[src/rtl/riscv_mc_controller.sv]
// Multicycle control FSM for the RV32I subset core.
// It sequences fetch, decode, memory, execute and writeback through the shared datapath.
// Control outputs are decoded from the current state and the instruction fields.
// The write enables, mem_req and illegal_instr are gated off while reset is high.
module riscv_mc_controller (
   input  logic       clk,
   input  logic       reset,
   input  logic [6:0] op,
   input  logic [2:0] funct3,
   input  logic       funct7b5,
   input  logic       zero,
   input  logic       mem_ready,
   output logic       mem_req,
   output logic       mem_write,
   output logic       adr_src,
   output logic       ir_write,
   output logic       pc_write,
   output logic       reg_write,
   output logic [1:0] result_src,
   output logic [1:0] alu_src_a,
   output logic [1:0] alu_src_b,
   output logic [1:0] imm_src,
   output logic [2:0] alu_ctrl,
   output logic       illegal_instr
);

   localparam logic [6:0] OP_LOAD   = 7'b0000011;
   localparam logic [6:0] OP_STORE  = 7'b0100011;
   localparam logic [6:0] OP_RTYPE  = 7'b0110011;
   localparam logic [6:0] OP_ITYPE  = 7'b0010011;
   localparam logic [6:0] OP_BRANCH = 7'b1100011;
   localparam logic [6:0] OP_JAL    = 7'b1101111;

   localparam logic [2:0] ALU_ADD = 3'b000;
   localparam logic [2:0] ALU_SUB = 3'b001;
   localparam logic [2:0] ALU_AND = 3'b010;
   localparam logic [2:0] ALU_OR  = 3'b011;
   localparam logic [2:0] ALU_SLL = 3'b100;
   localparam logic [2:0] ALU_SLT = 3'b101;
   localparam logic [2:0] ALU_XOR = 3'b110;

   typedef enum logic [3:0] {
      S_FETCH, S_DECODE, S_MEMADR, S_MEMREAD, S_MEMWB, S_MEMWRITE,
      S_EXECR, S_EXECI, S_ALUWB, S_BRANCH, S_JAL
   } state_t;

   state_t     state;
   state_t     state_nxt;
   logic [2:0] exec_alu;
   logic       exec_bad;

   // State register; reset returns to FETCH immediately
   always_ff @(posedge clk or posedge reset) begin
      if (reset) state <= S_FETCH;
      else       state <= state_nxt;
   end

   // ALU operation for register and immediate arithmetic; shift right is unsupported
   always_comb begin
      exec_alu = ALU_ADD;
      exec_bad = 1'b0;
      case (funct3)
         3'b000:  exec_alu = (op == OP_RTYPE && funct7b5) ? ALU_SUB : ALU_ADD;
         3'b001:  exec_alu = ALU_SLL;
         3'b010,
         3'b011:  exec_alu = ALU_SLT;
         3'b100:  exec_alu = ALU_XOR;
         3'b101:  exec_bad = 1'b1;
         3'b110:  exec_alu = ALU_OR;
         default: exec_alu = ALU_AND;
      endcase
   end

   // Immediate format follows the opcode
   always_comb begin
      case (op)
         OP_STORE:  imm_src = 2'b01;
         OP_BRANCH: imm_src = 2'b10;
         OP_JAL:    imm_src = 2'b11;
         default:   imm_src = 2'b00;
      endcase
   end

   // Next-state and control decode, with enables masked during reset
   always_comb begin
      state_nxt     = state;
      mem_req       = 1'b0;
      mem_write     = 1'b0;
      adr_src       = 1'b0;
      ir_write      = 1'b0;
      pc_write      = 1'b0;
      reg_write     = 1'b0;
      result_src    = 2'b00;
      alu_src_a     = 2'b00;
      alu_src_b     = 2'b00;
      alu_ctrl      = ALU_ADD;
      illegal_instr = 1'b0;
      case (state)
         S_FETCH: begin
            mem_req    = 1'b1;
            alu_src_b  = 2'b10;
            result_src = 2'b10;
            ir_write   = mem_ready;
            pc_write   = mem_ready;
            if (mem_ready) state_nxt = S_DECODE;
         end
         S_DECODE: begin
            alu_src_a = 2'b01;
            alu_src_b = 2'b01;
            case (op)
               OP_LOAD, OP_STORE: state_nxt = S_MEMADR;
               OP_RTYPE:          state_nxt = S_EXECR;
               OP_ITYPE:          state_nxt = S_EXECI;
               OP_JAL:            state_nxt = S_JAL;
               OP_BRANCH: begin
                  if (funct3[2:1] == 2'b00) begin
                     state_nxt = S_BRANCH;
                  end else begin
                     illegal_instr = 1'b1;
                     state_nxt     = S_FETCH;
                  end
               end
               default: begin
                  illegal_instr = 1'b1;
                  state_nxt     = S_FETCH;
               end
            endcase
         end
         S_MEMADR: begin
            alu_src_a = 2'b10;
            alu_src_b = 2'b01;
            state_nxt = op[5] ? S_MEMWRITE : S_MEMREAD;
         end
         S_MEMREAD: begin
            mem_req = 1'b1;
            adr_src = 1'b1;
            if (mem_ready) state_nxt = S_MEMWB;
         end
         S_MEMWB: begin
            result_src = 2'b01;
            reg_write  = 1'b1;
            state_nxt  = S_FETCH;
         end
         S_MEMWRITE: begin
            mem_req   = 1'b1;
            mem_write = 1'b1;
            adr_src   = 1'b1;
            if (mem_ready) state_nxt = S_FETCH;
         end
         S_EXECR, S_EXECI: begin
            alu_src_a = 2'b10;
            alu_src_b = (state == S_EXECI) ? 2'b01 : 2'b00;
            alu_ctrl  = exec_alu;
            if (exec_bad) begin
               illegal_instr = 1'b1;
               state_nxt     = S_FETCH;
            end else begin
               state_nxt = S_ALUWB;
            end
         end
         S_ALUWB: begin
            reg_write = 1'b1;
            state_nxt = S_FETCH;
         end
         S_BRANCH: begin
            alu_src_a = 2'b10;
            alu_ctrl  = ALU_SUB;
            pc_write  = zero ^ funct3[0];
            state_nxt = S_FETCH;
         end
         S_JAL: begin
            alu_src_a = 2'b01;
            alu_src_b = 2'b10;
            pc_write  = 1'b1;
            state_nxt = S_ALUWB;
         end
         default: state_nxt = S_FETCH;
      endcase
      if (reset) begin
         mem_req       = 1'b0;
         mem_write     = 1'b0;
         ir_write      = 1'b0;
         pc_write      = 1'b0;
         reg_write     = 1'b0;
         illegal_instr = 1'b0;
      end
   end

endmodule

[config.mk]
export PLATFORM = sky130hd
export DESIGN_NAME = riscv_mc_controller
export DESIGN_NICKNAME = d
export VERILOG_FILES = /design/src/rtl/riscv_mc_controller.sv
export SDC_FILE = /design/constraint.sdc
export NUM_CORES = 1
export LEC_CHECK = 0
export ABC_AREA = 1
export BUFFER_PORTS_ARGS = -buffer_cell sky130_fd_sc_hd__buf_2
export CORE_AREA = 2 2 39 41
export CTS_CLUSTER_SIZE = 10
export DETAILED_ROUTE_END_ITERATION = 10
export DIE_AREA = 0 0 41 43
export MAX_ROUTING_LAYER = met4
export PLACE_DENSITY_LB_ADDON = 0.1
export SLEW_MARGIN = 20
export SYNTH_ARGS = -nofsm -noshare
export SYNTH_HDL_FRONTEND = slang
export SYNTH_SLANG_ARGS = --single-unit
[constraint.sdc]
create_clock -name clk -period 2.6 [get_ports clk]
set_clock_uncertainty 0.15 [all_clocks]
set_input_delay 0.39 -clock clk [delete_from_list [all_inputs] [get_ports clk]]
set_output_delay 0.39 -clock clk [all_outputs]
set_load 0.02 [all_outputs]
Yosys cells after proc, flatten, opt, wreduce, memory -nomap -nowiden. Cells that the tools add are included.

Register bits after elaboration: 4. Input port bits: 15. Logic and storage cells: 76. Output and inout port bits: 18.

Bitwise gates (word level): 1. Equal/unequal tests: 25. Multiplexer cells: 33. Reductions and logical operators: 16.

Operators with widths (count): case mux 4 bit (7 select lines) (1); two-way mux 4 bit (5); case mux 4 bit (5 select lines) (1); case mux 3 bit (6 select lines) (1); equality test 4 x 3 -> 1 bit, second input constant (4); two-way mux 1 bit (16); OR reduction 2 bit (8); equality test 7 x 6 -> 1 bit, second input constant (2); equality test 7 bit, second input constant (2); equality test 4 bit, second input constant (3); case mux 2 bit (3 select lines) (2); equality test 3 bit, second input constant (3); equality test 4 x 2 -> 1 bit, second input constant (2); case mux 2 bit (2 select lines) (2); equality test 7 x 2 -> 1 bit, second input constant (1); equality test 7 x 5 -> 1 bit, second input constant (1); equality test 3 x 2 -> 1 bit, second input constant (2); inequality test 2 bit, second input constant (3); case mux 3 bit (2 select lines) (1); OR reduction 5 bit (1); equality test 4 x 1 -> 1 bit, second input constant (1); logical NOT 4 bit (1); case mux 1 bit (2 select lines) (2); OR reduction 4 bit (1); 9 further kinds (9).

Depth between registers and ports, before layout. Gate-level depths: netlist of the first run.

Depth after elaboration: 5. Mapped depth: 8. Mapped depth without buffers: 8.

Worst setup path before layout of the first run. OpenSTA, ideal clock, no wires.

Path type: flip-flop to output port. Start point: reg state[3]. End point: out alu_src_b[0]. Setup slack: 0.661 ns. Stages on the path, launching flop included: 4. Arrival: 1.399 ns. Cell sequence: dfrtp_1 -> inv_2 -> nand2_1 -> o311ai_0.

Longest elaborated chain between the ends: 3.

RTL lines: from (decl) (RTL line 47) `state_t state;`; from (signal assigned) (RTL line 55) `else state <= state_nxt;`; equality test 4 x 3 -> 1 bit, or another cell as far along (RTL line 98, 152); two-way mux 1 bit, or another cell as far along (RTL line 152) `alu_src_b = (state == S_EXECI) ? 2'b01 : 2'b00;`; case mux 2 bit (3 select lines) (*) (RTL line 98) `case (state)`; to (decl) (RTL line 21) `output logic [1:0] alu_src_b,`.

Mark *: on every way between the ends. The rest lies on a longest branch, timed or not.

Worst setup path in the final report of the first run.
Start point: in reset. End point: out mem_req.

Longest elaborated chain between the ends: 1.

RTL lines: from (decl) (RTL line 7) `input logic reset,`; two-way mux 1 bit (RTL line 179) `if (reset) begin`; to (decl) (RTL line 13) `output logic mem_req,`.

No other way between the ends.

==> results of run 1 <==
-- critical path: cells and delay by family --
kind	cells	cell delay, ns
buffers and inverters	5	1.04
and+or+nand+nor	1	0.07
-- where the power goes --
part           leakage, nW  internal (mW)  switching [mW]
combinational        0.405          0.102           0.209
clock               0.0138         0.0517          0.0268
sequential          0.0538         0.0737          0.0151
total                0.473          0.227           0.251
-- per-stage QoR --
| step | utilization (%) | setup WS (ns) | cell area [um^2] |
|---|---|---|---|
| after floorplan | - | 0.661 | 563 |
| after global placement | 53.7 | 0.749 | 743 |
| after detailed placement | 53.7 | 0.730 | 743 |
| after CTS | 56.1 | 0.533 | 776 |
| after global routing | 56.1 | 0.451 | 776 |
| final | 56.1 | 0.546 | 776 |
-- area by class of cell --
| class | count | area (um^2) | area share (%) |
|---|---|---|---|
| multi-input combinational | 85 | 388 | 50.0 |
| timing repair buffer | 33 | 170 | 21.9 |
| sequential | 4 | 100 | 12.9 |
| inverter | 20 | 75.1 | 9.68 |
| clock buffer | 3 | 22.5 | 2.90 |
| tap | 16 | 20.0 | 2.58 |
-- worst max-delay path by stage --
stage / to / cells past startpoint / from
final: mem_req / 6 / reset
after global routing: mem_req / 6 / reset
after CTS: mem_req / 6 / reset
after detailed placement: alu_ctrl[0] / 7 / op[2]
after global placement: alu_ctrl[0] / 7 / op[2]
after floorplan: alu_src_b[0] / 3 / state[3]
-- cell families (layout without fill, tap and decap cells) --
kind of cell | Yosys count | after routing | synth area share, %
simple gates | 72 | 72 | 55.1
compound gates | 13 | 13 | 13.8
flops | 4 | 4 | 17.8
buf+inv | 20 | 56 | 13.3
-- timing repair --
item	in CTS	in global routing
hold buffers	1	0
setup buffers	0	0
hold endpoints to repair	4	0
-- synth_stat cells (all sizes together) --
cell	n
nand2	34
o311ai	1
o21ai	4
or2	2
a21oi	4
nand4	1
dfrtp	4
a31oi	1
nand3	11
a211oi	1
nor3	3
nor2	21
inv	20
o211ai	2
-- routing by layer --
| metal | part of all wire (%) | up-vias | global-route usage [%] | wire length (um) |
|---|---|---|---|---|
| li1 | - | 423 | - | - |
| met1 | 45 | 351 | 27.1 | 658 |
| met2 | 49 | 24 | 30.3 | 721 |
| met3 | 4.3 | 2 | 0 | 63 |
| met4 | 0.96 | 0 | 8.00 | 14 |
| met5 | 0 | - | - | 0 |
==> run_summary.xml, run 1 <==
<?xml version="1.0" encoding="UTF-8"?>
<metrics>
  <group name="global_routing">
    <metric name="grt_util_all_layers" unit="%">19.9</metric>
    <metric name="grt_overflow_total" unit="">0</metric>
    <metric name="maximum_number_of_pins_on_one_net_before_global_route_repair" unit="">8</metric>
    <metric name="antenna_found_initial" unit="">0</metric>
    <metric name="grt_pass1_vias" unit="">667</metric>
    <metric name="grt_first_pass_wirelength" unit="um">2500</metric>
  </group>
  <group name="worst_setup_path">
    <metric name="crit_arrival" unit="ns">1.51</metric>
    <metric name="critical_path.startpoint_type" unit="">input port</metric>
    <metric name="r2r_start" unit="">state[3]</metric>
    <metric name="critical-path-slowest-cell" unit="">dlygate4sd3_1</metric>
    <metric name="list_of_cells_traversed_by_the_critical_path" unit="">dlygate4sd3_1 -&gt; buf_2 -&gt; inv_1 -&gt; nand2_1 -&gt; inv_1 -&gt; buf_2</metric>
    <metric name="cp.required" unit="ns">2.06</metric>
    <metric name="timing.critical_path.slowest_cell_delay" unit="ns">0.53</metric>
    <metric name="worstReg2RegEnd" unit="">state[2]</metric>
    <metric name="cp_max_fo" unit="">6</metric>
    <metric name="rrSetupSlack" unit="ns">1.18</metric>
    <metric name="worst-r2r-cell-count" unit="">6</metric>
    <metric name="timing_worst_setup_path_type" unit="">input port to output port</metric>
    <metric name="critical_path.endpoint_type" unit="">output port</metric>
  </group>
  <group name="yosys">
    <metric name="mappedNetlistArea" unit="um^2">563</metric>
    <metric name="synth-seq-area-share" unit="%">17.8</metric>
    <metric name="synth_fp_nets" unit="">124</metric>
    <metric name="ys_ff_latch" unit="">4</metric>
    <metric name="ys_types" unit="">19</metric>
    <metric name="post-synth-top-area-fraction" unit="%">22.0</metric>
    <metric name="ys.warnings.count" unit="">0</metric>
    <metric name="synth.largest_area_cell" unit="">nand2_1</metric>
    <metric name="synth_cells" unit="">109</metric>
    <metric name="synth.top_cells.by_area" unit="">nand2_1 (22%), dfrtp_1 (18%), nor2_1 (12%)</metric>
    <metric name="post_synth.cell_area_avg" unit="um^2">5.17</metric>
  </group>
  <group name="routing">
    <metric name="average_vias_per_placed_instance" unit="">4.97</metric>
    <metric name="drt_drc_violations_left" unit="">0</metric>
    <metric name="routed_wl_per_cell" unit="um">9.05</metric>
    <metric name="via_count" unit="">800</metric>
    <metric name="detail_route.iter0.violations" unit="">13</metric>
    <metric name="postRouteAntennaNets" unit="">0</metric>
    <metric name="first_pass_drt_iterations" unit="">5</metric>
    <metric name="wl" unit="um">1460</metric>
  </group>
  <group name="clocking">
    <metric name="h-tree-depth" unit="">1</metric>
    <metric name="clk_latency" unit="ns">0.24</metric>
    <metric name="tritoncts_sinks" unit="">4</metric>
    <metric name="clockBufferDepth" unit="">2</metric>
    <metric name="cts_tree" unit="">built</metric>
    <metric name="clock-root-buffer" unit="">clkbuf_4</metric>
    <metric name="cts_repair_resize_count" unit="">0</metric>
    <metric name="clk_pin_slew" unit="ns">0.04</metric>
    <metric name="cts-buffers-inserted" unit="">3</metric>
  </group>
  <group name="timing">
    <metric name="achievable-frequency" unit="GHz">0.487</metric>
    <metric name="final-hold-violation-count" unit="">0</metric>
    <metric name="slew_viol_final" unit="">0</metric>
    <metric name="timing.setup.tns" unit="ns">0</metric>
    <metric name="final_setup_violation_count" unit="">0</metric>
    <metric name="rsz0062_at_grt" unit="">no</metric>
    <metric name="fin_worst_hold_slack" unit="ns">0.231</metric>
    <metric name="final.period_utilization" unit="%">79.0</metric>
    <metric name="finalWorstPathRequiredPeriod" unit="ns">2.05</metric>
    <metric name="worst_slew_pin_slew" unit="ns">0.276</metric>
    <metric name="slew_headroom" unit="%">81.3</metric>
  </group>
  <group name="die">
    <metric name="fp.dieH" unit="um">43</metric>
    <metric name="core_area" unit="um^2">1380</metric>
    <metric name="die_w" unit="um">41</metric>
    <metric name="initial_core_util" unit="%">40.7</metric>
    <metric name="core.rowCount" unit="">14</metric>
    <metric name="full_die_area" unit="um^2">1760</metric>
    <metric name="io_pins" unit="">33</metric>
  </group>
  <group name="layout">
    <metric name="mostFrequentLayoutCells" unit="">nand2_1 (33), buf_2 (32), nor2_1 (18), inv_1 (15), nand3_1 (11)</metric>
    <metric name="count_of_fill_cells_added_during_filler_insertion" unit="">148</metric>
    <metric name="antennaDiodeCount" unit="">0</metric>
    <metric name="nets" unit="">162</metric>
    <metric name="largest_register_ff_count" unit="">4</metric>
    <metric name="finalNonFillerCells" unit="">161</metric>
    <metric name="largest-register" unit="">state</metric>
    <metric name="layout-drive-gt1-share" unit="%">31.7</metric>
    <metric name="synthToLayoutAreaGrowth" unit="%">37.8</metric>
    <metric name="largestRegisters" unit="">state: 4 flops</metric>
    <metric name="final_common_cell" unit="">nand2_1</metric>
  </group>
  <group name="power">
    <metric name="report.power.total" unit="uW">479</metric>
    <metric name="cellPowerDensity" unit="nW/um^2">617</metric>
    <metric name="total_leakage_power" unit="nW">0.473</metric>
    <metric name="worst_ir_drop_vdd" unit="uV">203</metric>
  </group>
  <group name="job">
    <metric name="cap_viol_max_count" unit="">0</metric>
  </group>
  <group name="min_path">
    <metric name="worst_hold_path.num_cells" unit="">2</metric>
    <metric name="hold-path-endpoint" unit="">state[2]</metric>
    <metric name="worst_hold_startpoint" unit="">mem_ready</metric>
    <metric name="hold_path_class" unit="">input port to register</metric>
  </group>
  <group name="placed_design">
    <metric name="final_weighted_congestion_of_routability_driven_global_placement" unit="">0.754</metric>
    <metric name="place.detailed.hpwl" unit="um">1250</metric>
    <metric name="placed_cells_incl_taps" unit="">157</metric>
    <metric name="io_buffer_count" unit="">32</metric>
  </group>
  <group name="outcome">
    <metric name="outcome" unit="">finished, final reports clean</metric>
  </group>
</metrics>
(Power assumes the default switching activity.)
==> run 2, diff against run 1 <==
--- a/config.mk
+++ b/config.mk
@@ -5,12 +5,11 @@
 export SDC_FILE = /design/constraint.sdc
 export NUM_CORES = 1
 export LEC_CHECK = 0
-export ABC_AREA = 1
+export ABC_AREA = 0
 export BUFFER_PORTS_ARGS = -buffer_cell sky130_fd_sc_hd__buf_2
-export CORE_AREA = 2 2 39 41
+export CORE_UTILIZATION = 44
 export CTS_CLUSTER_SIZE = 10
 export DETAILED_ROUTE_END_ITERATION = 10
-export DIE_AREA = 0 0 41 43
 export MAX_ROUTING_LAYER = met4
 export PLACE_DENSITY_LB_ADDON = 0.1
 export SLEW_MARGIN = 20
==> constraint.sdc (replaced) <==
create_clock -name clk -period 2 [get_ports clk]
set_clock_uncertainty 0.15 [all_clocks]
set_input_delay 0.3 -clock clk [delete_from_list [all_inputs] [get_ports clk]]
set_output_delay 0.3 -clock clk [all_outputs]
set_load 0.02 [all_outputs]
==> run_summary.xml, run 2 <==
<?xml version="1.0" encoding="UTF-8"?>
<metrics>
  <group name="worst_setup_path">
    <metric name="timing_worst_setup_path_type" unit="">register to output port</metric>
    <metric name="cp_max_fo" unit="">11</metric>
    <metric name="cp.required" unit="ns">1.55</metric>
    <metric name="critical_path.startpoint_type" unit="">register</metric>
    <metric name="critical_path.endpoint_type" unit="">output port</metric>
    <metric name="crit_arrival" unit="ns">1.44</metric>
    <metric name="worst-r2r-cell-count" unit="">4</metric>
  </group>
  <group name="yosys">
    <metric name="post_synth.cell_area_avg" unit="um^2">7.04</metric>
    <metric name="synth-edff-count" unit="">0</metric>
    <metric name="post-synth-top-count-cell" unit="">nand2_1</metric>
    <metric name="ys.warnings.count" unit="">0</metric>
    <metric name="ys_types" unit="">35</metric>
    <metric name="post-synth-top-area-fraction" unit="%">15.1</metric>
    <metric name="mappedNetlistArea" unit="um^2">662</metric>
    <metric name="synth_cells" unit="">94</metric>
    <metric name="synth.cells.most_frequent" unit="">nand2_1 (10), nor3_1 (8), o21ai_0 (7)</metric>
    <metric name="synth-seq-area-share" unit="%">15.1</metric>
    <metric name="async_flop_share" unit="%">100</metric>
    <metric name="synth_ff_type" unit="">dfrtp_1</metric>
    <metric name="synth.top_cells.by_area" unit="">dfrtp_1 (15%), nor3_1 (6.0%), nand2_1 (5.7%)</metric>
    <metric name="synth.largest_area_cell" unit="">dfrtp_1</metric>
    <metric name="synth_fp_nets" unit="">109</metric>
    <metric name="ys_ff_latch" unit="">4</metric>
  </group>
  <group name="clocking">
    <metric name="h-tree-depth" unit="">1</metric>
    <metric name="clock-root-buffer" unit="">clkbuf_4</metric>
    <metric name="tritoncts_sinks" unit="">4</metric>
    <metric name="clk_latency" unit="ns">0.23</metric>
    <metric name="cts-buffers-inserted" unit="">3</metric>
    <metric name="clockBufferDepth" unit="">2</metric>
    <metric name="cts_tree" unit="">built</metric>
    <metric name="clk_pin_slew" unit="ns">0.04</metric>
  </group>
  <group name="die">
    <metric name="io_pins" unit="">33</metric>
    <metric name="core.rowCount" unit="">13</metric>
    <metric name="initial_core_util" unit="%">49.0</metric>
    <metric name="core_area" unit="um^2">1350</metric>
    <metric name="full_die_area" unit="um^2">1660</metric>
    <metric name="die_w" unit="um">40.8</metric>
    <metric name="fp.dieH" unit="um">40.8</metric>
  </group>
  <group name="global_routing">
    <metric name="grt_overflow_total" unit="">0</metric>
    <metric name="grt_first_pass_wirelength" unit="um">2660</metric>
    <metric name="grt_pass1_vias" unit="">606</metric>
    <metric name="maximum_number_of_pins_on_one_net_before_global_route_repair" unit="">13</metric>
    <metric name="grt_util_all_layers" unit="%">24.3</metric>
    <metric name="antenna_found_initial" unit="">0</metric>
  </group>
  <group name="placed_design">
    <metric name="io_buffer_count" unit="">32</metric>
    <metric name="final_weighted_congestion_of_routability_driven_global_placement" unit="">0.895</metric>
    <metric name="postPlaceCellArea" unit="um^2">852</metric>
    <metric name="place.detailed.hpwl" unit="um">1430</metric>
  </group>
  <group name="layout">
    <metric name="synthToLayoutAreaGrowth" unit="%">39.7</metric>
    <metric name="count_of_fill_cells_added_during_filler_insertion" unit="">119</metric>
    <metric name="antennaDiodeCount" unit="">0</metric>
    <metric name="largest-register" unit="">state</metric>
    <metric name="largest_register_ff_count" unit="">4</metric>
    <metric name="nets" unit="">147</metric>
    <metric name="final_common_cell" unit="">buf_2</metric>
    <metric name="mostFrequentLayoutCells" unit="">buf_2 (32), nand2_1 (10), o21ai_0 (7), nor2_1 (6), buf_4 (6)</metric>
    <metric name="largestRegisters" unit="">state: 4 flops</metric>
    <metric name="layout-drive-gt1-share" unit="%">44.6</metric>
    <metric name="final_instance_area" unit="um^2">925</metric>
  </group>
  <group name="routing">
    <metric name="drt_drc_violations_left" unit="">0</metric>
    <metric name="postRouteAntennaNets" unit="">0</metric>
    <metric name="average_vias_per_placed_instance" unit="">5.59</metric>
    <metric name="detail_route.iter0.violations" unit="">16</metric>
    <metric name="routed_wl_per_cell" unit="um">12.4</metric>
    <metric name="via_count" unit="">811</metric>
    <metric name="wl" unit="um">1800</metric>
    <metric name="first_pass_drt_iterations" unit="">4</metric>
  </group>
  <group name="timing">
    <metric name="finalWorstPathRequiredPeriod" unit="ns">1.89</metric>
    <metric name="timing.setup.tns" unit="ns">0</metric>
    <metric name="rsz0062_at_grt" unit="">no</metric>
    <metric name="achievable-frequency" unit="GHz">0.528</metric>
    <metric name="final-hold-violation-count" unit="">0</metric>
    <metric name="worst_slew_pin_slew" unit="ns">0.343</metric>
    <metric name="slew_viol_final" unit="">0</metric>
    <metric name="final.period_utilization" unit="%">94.7</metric>
    <metric name="final_setup_violation_count" unit="">0</metric>
    <metric name="slew_headroom" unit="%">77.0</metric>
  </group>
  <group name="power">
    <metric name="worst_ir_drop_vdd" unit="uV">221</metric>
    <metric name="total_leakage_power" unit="nW">0.437</metric>
    <metric name="cellPowerDensity" unit="nW/um^2">394</metric>
  </group>
  <group name="min_path">
    <metric name="worst_hold_path.num_cells" unit="">3</metric>
    <metric name="hold_path_class" unit="">input port to register</metric>
  </group>
  <group name="job">
    <metric name="cap_viol_max_count" unit="">0</metric>
  </group>
  <group name="outcome">
    <metric name="outcome" unit="">finished, final reports clean</metric>
  </group>
</metrics>
run 2: changes by cell type after synthesis, sizes merged, moves of 3 or more:
| cell | before | now |
|---|---|---|
| nor4 | 0 | 5 |
| nor2 | 21 | 6 |
| nor2b | 0 | 5 |
| o21ai | 4 | 7 |
| buf | 0 | 6 |
| and3 | 0 | 3 |
| nand2 | 34 | 10 |
| nand3 | 11 | 1 |
| xnor2 | 0 | 4 |
| inv | 20 | 3 |
| nand2b | 0 | 3 |
| nor3 | 3 | 8 |
run 2: worst max-delay path: stages (launching register included):
cell and delay, ns:
dfrtp_2 0.42, buf_6 0.16, nand3b_1 0.11, nor4_2 0.24
a31o_2 0.13, buf_2 0.15
run 2: layout make-up:
class / count / area (um^2) / share of cell area, %
multi-input cells: 80 / 541 / 58.5
inverters: 3 / 11.3 / 1.22
clock buffers: 3 / 22.5 / 2.44
flip-flops and latches: 4 / 105 / 11.4
well taps: 15 / 18.8 / 2.03
repair buffers: 40 / 226 / 24.5
run 2: timing repair:
item | CTS | global route
setup endpoints to repair | 0 | 9
hold buffers | 1 | 0
resized for setup | 0 | 10
endpoints found under the hold margin | 4 | 0
setup buffers | 0 | 1
run 2: power by group:
part	internal [mW]	switching (mW)
logic	0.0741	0.100
clock network	0.0669	0.0288
registers	0.0856	0.00853
run 2: worst paths after layout:
| path | start | end | slack (ns) |
|---|---|---|---|
| hold reg to reg | state[3] | state[0] | 0.53 |
| max in group asynchronous | reset | state[0] | 1.13 |
| hold / removal | op[4] | state[0] | 0.26 |
| setup / recovery | state[1] | illegal_instr | 0.11 |
| setup reg to reg | state[0] | state[2] | 0.52 |
| min in group asynchronous | reset | state[2] | 0.41 |
run 2: logic make-up after synthesis:
group	count (synthesis)	share of synthesized area, %
AO/OA/AOI/OAI	21	22.1
XOR/XNOR	6	7.94
buffers and inverters	10	6.80
flip-flops	4	15.1
multiplexers	2	3.21
AND/OR/NAND/NOR	51	44.8
run 2: per-layer routing:
metal  up-vias  track usage, %  part of all wire [%]
li1        413               -                     -
met1       372            31.5                    48
met2        24            39.8                    49
met3         2            3.26                   3.2
met4         0            5.00                  0.61
met5         -               -                     0
run 2: per-stage QoR:
step           cells  total power, mW  util [%]  setup slack [ns]  hold slack, ns
2_1_floorplan     94            0.198         -             0.127         -0.0839
3_3_place_gp     140            0.260      63.1             0.201          0.0910
3_5_place_dp     140            0.262      63.1             0.210          0.0936
4_1_cts          144            0.363      65.5            0.0517           0.250
5_1_grt          145            0.392      68.5           0.00245           0.273
6_report         145            0.364      68.5             0.107           0.255
==> run 3, diff against run 2 <==
--- a/config.mk
+++ b/config.mk
@@ -7,7 +7,8 @@
 export LEC_CHECK = 0
 export ABC_AREA = 0
 export BUFFER_PORTS_ARGS = -buffer_cell sky130_fd_sc_hd__buf_2
-export CORE_UTILIZATION = 44
+export CORE_UTILIZATION = 47
+export CTS_BUF_LIST = sky130_fd_sc_hd__clkbuf_2 sky130_fd_sc_hd__clkbuf_4 sky130_fd_sc_hd__clkbuf_8
 export CTS_CLUSTER_SIZE = 10
 export DETAILED_ROUTE_END_ITERATION = 10
 export MAX_ROUTING_LAYER = met4
==> run_summary.xml, run 3 (same netlist as run 2, synthesis figures left out) <==
<?xml version="1.0" encoding="UTF-8"?>
<metrics>
  <group name="layout">
    <metric name="final_common_cell" unit="">buf_2</metric>
    <metric name="nets" unit="">151</metric>
    <metric name="layout-drive-gt1-share" unit="%">44.8</metric>
    <metric name="final_instance_area" unit="um^2">972</metric>
    <metric name="mostFrequentLayoutCells" unit="">buf_2 (31), buf_4 (11), nand2_1 (10), o21ai_0 (7), nor2_1 (6)</metric>
    <metric name="largest-register" unit="">state</metric>
    <metric name="largest_register_ff_count" unit="">4</metric>
    <metric name="largestRegisters" unit="">state: 4 flops</metric>
    <metric name="synthToLayoutAreaGrowth" unit="%">46.9</metric>
    <metric name="antennaDiodeCount" unit="">0</metric>
  </group>
  <group name="die">
    <metric name="fp.dieH" unit="um">39.5</metric>
    <metric name="initial_core_util" unit="%">50.9</metric>
    <metric name="core.rowCount" unit="">13</metric>
    <metric name="core_area" unit="um^2">1300</metric>
    <metric name="die_w" unit="um">39.5</metric>
    <metric name="full_die_area" unit="um^2">1560</metric>
    <metric name="io_pins" unit="">33</metric>
  </group>
  <group name="power">
    <metric name="power_switching" unit="uW">151</metric>
    <metric name="p_clk_share" unit="%">27.2</metric>
    <metric name="seq_power_share" unit="%">23.1</metric>
    <metric name="power.internal" unit="uW">231</metric>
    <metric name="worst_ir_drop_vdd" unit="uV">271</metric>
    <metric name="cellPowerDensity" unit="nW/um^2">393</metric>
    <metric name="power.switching_fraction" unit="%">39.5</metric>
    <metric name="total_leakage_power" unit="nW">0.469</metric>
    <metric name="share_comb_of_total_power" unit="%">49.7</metric>
  </group>
  <group name="outcome">
    <metric name="outcome" unit="">finished, final reports clean</metric>
  </group>
  <group name="timing">
    <metric name="final-hold-violation-count" unit="">0</metric>
    <metric name="rsz0062_at_grt" unit="">yes</metric>
    <metric name="final.period_utilization" unit="%">99.4</metric>
    <metric name="finalWorstPathRequiredPeriod" unit="ns">1.99</metric>
    <metric name="worst_slew_pin_slew" unit="ns">0.370</metric>
    <metric name="final_setup_violation_count" unit="">0</metric>
    <metric name="slew_viol_final" unit="">0</metric>
    <metric name="fin_worst_hold_slack" unit="ns">0.261</metric>
    <metric name="slew_headroom" unit="%">75.1</metric>
    <metric name="timing.setup.tns" unit="ns">0</metric>
    <metric name="achievable-frequency" unit="GHz">0.503</metric>
  </group>
  <group name="worst_setup_path">
    <metric name="critPathTopFamily" unit="">buffers and inverters</metric>
    <metric name="crit_arrival" unit="ns">1.54</metric>
    <metric name="critical_path.startpoint_type" unit="">register</metric>
    <metric name="rrSetupSlack" unit="ns">0.54</metric>
    <metric name="timing_worst_setup_path_type" unit="">register to output port</metric>
    <metric name="timing.critical_path.buf_inv" unit="">3</metric>
    <metric name="list_of_cells_traversed_by_the_critical_path" unit="">buf_6 -&gt; buf_4 -&gt; nor3_2 -&gt; a22oi_1 -&gt; nor3_1 -&gt; buf_2</metric>
    <metric name="critical-path-slowest-cell" unit="">dfrtp_1</metric>
    <metric name="cp.required" unit="ns">1.55</metric>
    <metric name="critical_path.endpoint_type" unit="">output port</metric>
    <metric name="timing.critical_path.slowest_cell_delay" unit="ns">0.40</metric>
    <metric name="cp_max_fo" unit="">6</metric>
  </group>
  <group name="placed_design">
    <metric name="io_buffer_count" unit="">32</metric>
    <metric name="final_weighted_congestion_of_routability_driven_global_placement" unit="">0.947</metric>
    <metric name="place.detailed.hpwl" unit="um">1360</metric>
    <metric name="postPlaceCellArea" unit="um^2">860</metric>
  </group>
  <group name="global_routing">
    <metric name="grt_overflow_total" unit="">0</metric>
    <metric name="grt_first_pass_wirelength" unit="um">2620</metric>
    <metric name="antenna_found_initial" unit="">0</metric>
    <metric name="maximum_number_of_pins_on_one_net_before_global_route_repair" unit="">16</metric>
    <metric name="grt_util_all_layers" unit="%">25.5</metric>
    <metric name="grt_pass1_vias" unit="">621</metric>
  </group>
  <group name="clocking">
    <metric name="clk_latency" unit="ns">0.24</metric>
    <metric name="cts_tree" unit="">built</metric>
    <metric name="h-tree-depth" unit="">1</metric>
    <metric name="clk_pin_slew" unit="ns">0.04</metric>
    <metric name="clockBufferDepth" unit="">2</metric>
    <metric name="tritoncts_sinks" unit="">4</metric>
    <metric name="cts-buffers-inserted" unit="">3</metric>
    <metric name="clock-root-buffer" unit="">clkbuf_4</metric>
  </group>
  <group name="routing">
    <metric name="drt_drc_violations_left" unit="">0</metric>
    <metric name="routed_wl_per_cell" unit="um">12.9</metric>
    <metric name="via_count" unit="">851</metric>
    <metric name="postRouteAntennaNets" unit="">0</metric>
    <metric name="average_vias_per_placed_instance" unit="">5.71</metric>
    <metric name="detail_route.iter0.violations" unit="">22</metric>
    <metric name="wl" unit="um">1930</metric>
    <metric name="first_pass_drt_iterations" unit="">4</metric>
  </group>
  <group name="min_path">
    <metric name="hold_path_class" unit="">input port to register</metric>
  </group>
  <group name="job">
    <metric name="cap_viol_max_count" unit="">0</metric>
  </group>
</metrics>
## run 3: final cells by class
cell class	count	area [um^2]
inverters	3	11.3
flip-flops and latches	4	101
repair buffers	44	259
fillers	115	329
multi-input cells	80	559
well taps	15	18.8
clock buffers	3	22.5
## run 3: worst register-to-register path: cells and delay by family (launching register included)
family / cells / cell delay [ns]
compound gates: 1 / 0.36
buf+inv: 1 / 0.16
flops: 1 / 0.40
simple gates: 2 / 0.27
## run 3: repair_timing
action	4_1_cts	5_1_grt
resized for setup	0	12
pin swaps	0	4
hold buffers	1	0
setup buffers	0	5
hold endpoints to repair	4	0
setup endpoints to repair	2	5
## run 3: routing by layer
metal  up-vias  share of wire (%)  track usage (%)
met3         6                5.9             3.98
met5         -                  0                -
li1        424                  -                -
met1       380                 41             30.7
met4         0                1.8             11.2
met2        41                 51             41.4
## run 3: path summary, 6_finish.rpt
path / start / to / cells after the start
min in group asynchronous: reset / state[1] / 3
hold reg to reg: state[0] / state[1] / 3
setup / recovery: state[1] / pc_write / 6
setup reg to reg: state[1] / state[2] / 4
max in group asynchronous: reset / state[3] / 3
hold / removal: op[5] / state[0] / 3
## run 3: per-stage QoR
stage | util (%) | worst slack, ns | power [mW] | std cells
after floorplan | - | 0.127 | 0.198 | 94
after global placement | 66.1 | 0.211 | 0.258 | 141
after detailed placement | 66.1 | 0.182 | 0.260 | 141
after CTS | 68.6 | -0.00339 | 0.364 | 145
after global routing | 74.7 | -0.0464 | 0.401 | 149
final | 74.7 | 0.0121 | 0.382 | 149
## run 3: power groups by stage
| stage | Combinational [mW] | Clock [mW] | Sequential [mW] |
|---|---|---|---|
| after floorplan | 0.109 | 0 | 0.0892 |
| after global placement | 0.169 | 0 | 0.0888 |
| after detailed placement | 0.171 | 0 | 0.0889 |
| after CTS | 0.173 | 0.103 | 0.0879 |
| after global routing | 0.208 | 0.105 | 0.0888 |
| final | 0.189 | 0.104 | 0.0883 |
